<file path="config.mk">
export PLATFORM = sky130hd
export DESIGN_NAME = param_sync_fifo
export DESIGN_NICKNAME = d
export VERILOG_FILES = /design/src/rtl/sync_fifo_pkg.sv /design/src/rtl/fifo_ptr_ctr.sv /design/src/rtl/param_sync_fifo.sv
export SDC_FILE = /design/constraint.sdc
export NUM_CORES = 1
export LEC_CHECK = 0
export ABC_AREA = 1
export CAP_MARGIN = 20
export CELL_PAD_IN_SITES_DETAIL_PLACEMENT = 0
export CELL_PAD_IN_SITES_GLOBAL_PLACEMENT = 1
export CORE_ASPECT_RATIO = 1.5
export CORE_MARGIN = 3
export CORE_UTILIZATION = 40
export CTS_CLUSTER_DIAMETER = 30
export DETAILED_ROUTE_END_ITERATION = 12
export PLACE_DENSITY = 0.75
export SLEW_MARGIN = 20
export SYNTH_ARGS = -nofsm -noshare
export SYNTH_HDL_FRONTEND = slang
export SYNTH_SLANG_ARGS = --single-unit
export TNS_END_PERCENT = 10
</file>
<file path="constraint.sdc">
create_clock -name clk -period 2.53 [get_ports clk]
set_clock_uncertainty 0.05 [all_clocks]
set_input_delay 0.506 -clock clk [delete_from_list [all_inputs] [get_ports clk]]
set_output_delay 0.506 -clock clk [all_outputs]
set_load 0.01 [all_outputs]
</file>
<file path="src/rtl/sync_fifo_pkg.sv">
// Shared types and helpers for param_sync_fifo: the pointer width and the status flag bundle.
package sync_fifo_pkg;

    // One extra bit beyond the index width is used to tell full from empty.
    function automatic int ptr_w(input int depth);
        return $clog2(depth) + 1;
    endfunction

    typedef struct packed {
        logic full;
        logic almost_full;
        logic empty;
        logic almost_empty;
    } fifo_status_t;

endpackage

</file>
<file path="src/rtl/fifo_ptr_ctr.sv">
// Wrapping FIFO pointer. The next value is exposed combinationally so that the
// parent can register its flags from it without an extra cycle of lag.
module fifo_ptr_ctr #(
    parameter int PW = 3
) (
    input  logic          clk,
    input  logic          reset,
    input  logic          i_inc,
    output logic [PW-1:0] o_ptr,
    output logic [PW-1:0] o_ptr_nxt
);

    logic [PW-1:0] r_ptr;

    // Depth is a power of two, so binary rollover of the low bits is the wrap.
    assign o_ptr_nxt = r_ptr + PW'(i_inc);
    assign o_ptr     = r_ptr;

    always_ff @(posedge clk) begin
        if (reset) r_ptr <= '0;
        else       r_ptr <= o_ptr_nxt;
    end

endmodule

</file>
<file path="src/rtl/param_sync_fifo.sv">
// Single-clock first-word-fall-through FIFO with registered status flags and count.
// Define PARAM_SYNC_FIFO_ERR_FLAGS_EN to enable sticky overflow/underflow flags.
module param_sync_fifo
    import sync_fifo_pkg::*;
#(
    parameter int W  = 8,
    parameter int D  = 4,
    parameter int AF = D - 1,
    parameter int AE = 1
) (
    input  logic                 clk,
    input  logic                 reset,
    input  logic [W-1:0]         wr_data,
    input  logic                 wr_en,
    output logic                 wr_full,
    output logic                 wr_almost_full,
    output logic [W-1:0]         rd_data,
    input  logic                 rd_en,
    output logic                 rd_empty,
    output logic                 rd_almost_empty,
    output logic [ptr_w(D)-1:0]  count,
    output logic                 overflow,
    output logic                 underflow
);

    localparam int PW = ptr_w(D);
    localparam int AW = PW - 1;

    fifo_status_t  r_status;
    logic [PW-1:0] r_count;
    logic [W-1:0]  r_mem [D];

    logic          w_writing, w_reading;
    logic [PW-1:0] w_wr_ptr, w_wr_nxt, w_rd_ptr, w_rd_nxt, w_cnt_nxt;

    assign w_writing = wr_en & ~r_status.full;
    assign w_reading = rd_en & ~r_status.empty;

    fifo_ptr_ctr #(.PW(PW)) u_wr_ptr (
        .clk       (clk),
        .reset     (reset),
        .i_inc     (w_writing),
        .o_ptr     (w_wr_ptr),
        .o_ptr_nxt (w_wr_nxt)
    );

    fifo_ptr_ctr #(.PW(PW)) u_rd_ptr (
        .clk       (clk),
        .reset     (reset),
        .i_inc     (w_reading),
        .o_ptr     (w_rd_ptr),
        .o_ptr_nxt (w_rd_nxt)
    );

    assign w_cnt_nxt = w_wr_nxt - w_rd_nxt;

    always_ff @(posedge clk) begin
        if (w_writing) r_mem[w_wr_ptr[AW-1:0]] <= wr_data;
    end

    // Flags come from the next pointers, so they are valid right after the accepting edge.
    always_ff @(posedge clk) begin
        if (reset) begin
            r_status.full         <= 1'b0;
            r_status.almost_full  <= (AF == 0);
            r_status.empty        <= 1'b1;
            r_status.almost_empty <= 1'b1;
            r_count               <= '0;
        end else begin
            r_status.full         <= (w_wr_nxt[AW-1:0] == w_rd_nxt[AW-1:0]) &&
                                     (w_wr_nxt[AW] != w_rd_nxt[AW]);
            r_status.almost_full  <= (w_cnt_nxt >= PW'(AF));
            r_status.empty        <= (w_wr_nxt == w_rd_nxt);
            r_status.almost_empty <= (w_cnt_nxt <= PW'(AE));
            r_count               <= w_cnt_nxt;
        end
    end

`ifdef PARAM_SYNC_FIFO_ERR_FLAGS_EN
    logic r_overflow, r_underflow;

    always_ff @(posedge clk) begin
        if (reset) begin
            r_overflow  <= 1'b0;
            r_underflow <= 1'b0;
        end else begin
            r_overflow  <= r_overflow  | (wr_en & r_status.full);
            r_underflow <= r_underflow | (rd_en & r_status.empty);
        end
    end

    assign overflow  = r_overflow;
    assign underflow = r_underflow;
`else
    assign overflow  = 1'b0;
    assign underflow = 1'b0;
`endif

    assign wr_full         = r_status.full;
    assign wr_almost_full  = r_status.almost_full;
    assign rd_empty        = r_status.empty;
    assign rd_almost_empty = r_status.almost_empty;
    assign count           = r_count;
    assign rd_data         = r_mem[w_rd_ptr[AW-1:0]];

endmodule
</file>
==> results.yml <==
sta:
  slew_violations: 0
  setup_viol: 0
  whs_ns: 0.517
  timing.final.crit_period_ns: 2.39
  fmax_mhz: 419
  rsz0062_at_grt: "no"
  period_share_pct: 94.4
  hold_violations: 0
  setup_tns_ns: 0
floorplan:
  dieArea_sq_um: 5390
  die_h_microns: 88.4
  core_area_sq_um: 4280
  start_util_pct: 42.3
  dieWidth_microns: 61.0
  num_io_pins: 29
  rows: 29
clocking:
  cts.clk_slew.worst_paths_ns: 0.08
  post_cts_resized: 0
  clockBufferDepth: 2
  cts_tree: "built"
  cts_root_buf: "clkbuf_8"
  cts_setup_buffers: 0
  cts_sinks: 45
  cts_buffers: 5
  htreeDepth: 2
  cts_hold_repair.buffers: 0
  clock_latency_ns: 0.29
grt:
  grt_pass1_wl_microns: 5640
  overflow: 0
  grt_max_degree: 17
  grt_usage_pct: 14.7
  grt_pass1_vias: 1255
  antenna_found_initial: 0
critical_path:
  path_cells: "o21ai_0, o22ai_1, clkdlybuf4s50_1"
  max_stage_delay_ns: 0.60
  path_delay_family: "flip-flops"
  crit_arrival_ns: 1.83
  cp.required_ns: 1.97
  crit_path_end_kind: "primary output"
  worstSetupPathType: "reg2out"
  crit_buf_inv: 1
  reg2reg_slack_ns: 0.62
  critPathLaunchType: "register"
  r2r-end: "wr_almost_full$_SDFF_PP0_"
  timing.rr.start: "wr_full$_SDFF_PP0_"
  cpMaxStageDelayCell: "dfxtp_1"
  cp_max_fo: 10
  reg2regPathDepth: 10
power:
  seqPwrFrac_pct: 50.6
  comb_power_share_pct: 23.7
  cellLeakagePower_nw: 0.855
  clkPwrFrac_pct: 25.7
  power.switching_w: 0.000465
  p_int_w: 0.00128
  ir_drop_mv: 0.447
  power_density_nw_per_um2: 781
  p_sw_share_pct: 26.6
placement:
  finalWeightedCongestion: 0.734
  io_buffer_count: 26
  hpwl_microns: 2590
hold_path:
  hold_start: "u_wr_ptr.o_ptr[2]$_SDFF_PP0_"
  min_path_type: "reg2reg"
  min_to: "u_wr_ptr.o_ptr[2]$_SDFF_PP0_"
  min_path_cells: 3
detailed_routing:
  drc: 0
  via_per_inst: 5.07
  wl_microns: 3500
  drtPass1Iterations: 4
  dr.first_iter.drc_count: 23
  ant_nets: 0
  num_vias: 1232
  avgRoutedWirePerCell_microns: 14.4
final_layout:
  nFillCells: 400
  final_cell_mix: "32 x edfxtp_1, 27 x nor2_1, 26 x clkdlybuf4s50_1"
  area_growth_pct: 23.5
  final_common_cell: "edfxtp_1"
  multi_input_area_sq_um: 484
  nNetsFinal: 213
  seq_area_sq_um: 1220
  drive_above_1_share_pct: 12.7
  diodes: 0
logic_synthesis:
  synthCells: 160
  syn-cell-area_sq_um: 1810
  ys_ff_latch: 45
  yosysSeqAreaShare_pct: 67.4
  ys_types: 22
  avgSynthCellArea_sq_um: 11.3
  async_flop_share_pct: 0
  yosysWarnings: 0
  synth_top_flop_cell: "edfxtp_1"
  synth_edf_count: 32
run:
  cap_violations: 0
outcome:
  status: "complete, no violations"
-- stage by stage --
step	cells	power, W	worst slack, ns	util (%)	cell area (sq um)
floorplan	161	0.00112	0.612	-	1820
global placement	235	0.00131	0.123	50.1	2140
detailed placement	235	0.00132	0.0535	50.1	2140
CTS	243	0.00177	0.0222	52.3	2240
global route	243	0.00185	0.0329	52.3	2240
finish	243	0.00175	0.142	52.3	2240
-- per-layer routing --
metal  vias up  track usage [%]  wire, microns
met5         -                0              0
met4         0             6.31             75
met3         7             4.82            192
met2        28             27.0           1870
met1       584             14.6           1360
li1        613                -              -
-- power by group through the flow --
| stage | Clock [W] | Combinational (W) | Sequential [W] |
|---|---|---|---|
| after global placement | 0 | 0.000406 | 0.000900 |
| after floorplan | 0 | 0.000208 | 0.000909 |
| after detailed placement | 0 | 0.000419 | 0.000902 |
| after global routing | 0.000493 | 0.000461 | 0.000892 |
| final | 0.000449 | 0.000414 | 0.000885 |
| after CTS | 0.000464 | 0.000421 | 0.000885 |
-- final cells by class --
| type | count | share of cell area (%) |
|---|---|---|
| sequential | 45 | 54.6 |
| multi-input combinational | 93 | 21.6 |
| timing repair buffer | 33 | 14.0 |
| clock buffer | 7 | 3.86 |
| inverter | 18 | 3.02 |
| tap | 46 | 2.57 |
| clock inverter | 1 | 0.335 |
-- Yosys cell counts (2+ instances only) --
cell	n	area, sq um
buf_6	2	22.5
o22ai_1	8	50.1
ha_1	5	62.6
inv_1	17	63.8
nand2_2	3	18.8
dfxtp_1	13	260
nor2_1	27	101
nand3_1	5	25.0
edfxtp_1	32	961
nor3_1	4	20.0
o21ai_2	3	26.3
nand2_1	19	71.3
buf_4	2	15.0
o21ai_0	12	60.1
-- flip-flops by register name (all words and copies together) (netlist names) --
name / count
u_wr_ptr.o_ptr: 3
wr_almost_full: 1
r_mem: 32
wr_full: 1
rd_almost_empty: 1
count: 3
rd_empty: 1
u_rd_ptr.o_ptr: 3
-- kinds of logic (layout without fill, tap and decap cells) --
logic type	after synthesis	in the layout	share of synthesized area, %
other cells	1	2	0.207
buf+inv	23	59	6.08
fa+ha+maj	5	5	3.45
xor+xnor	2	2	0.967
simple gates	59	59	13.6
compound gates	25	25	8.29
flops	45	45	67.4
-- worst max-delay path by stage --
stage | from | to | slack, ns | cells after the start
2_1_floorplan | wr_en | rd_almost_empty$_SDFF_PP1_ | 0.61 | 10
3_3_place_gp | rd_en | wr_almost_full$_SDFF_PP0_ | 0.12 | 11
3_5_place_dp | wr_en | wr_almost_full$_SDFF_PP0_ | 0.05 | 10
4_1_cts | u_rd_ptr.o_ptr[1]$_SDFF_PP0_ | rd_data[3] | 0.02 | 4
5_1_grt | u_rd_ptr.o_ptr[1]$_SDFF_PP0_ | rd_data[3] | 0.03 | 3
6_report | u_rd_ptr.o_ptr[1]$_SDFF_PP0_ | rd_data[3] | 0.14 | 3
-- worst reg2reg max path: cells and delay by family, from the launching register on --
family,cells,cell delay [ns]
DFF,1,0.35
and+or+nand+nor,5,0.47
xor gates and xnor gates,1,0.17
adders and majority gates,2,0.56
buffers and inverters,1,0.05
AOI/OAI and AO/OA,1,0.15
Power figures use the tool's default switching activity.
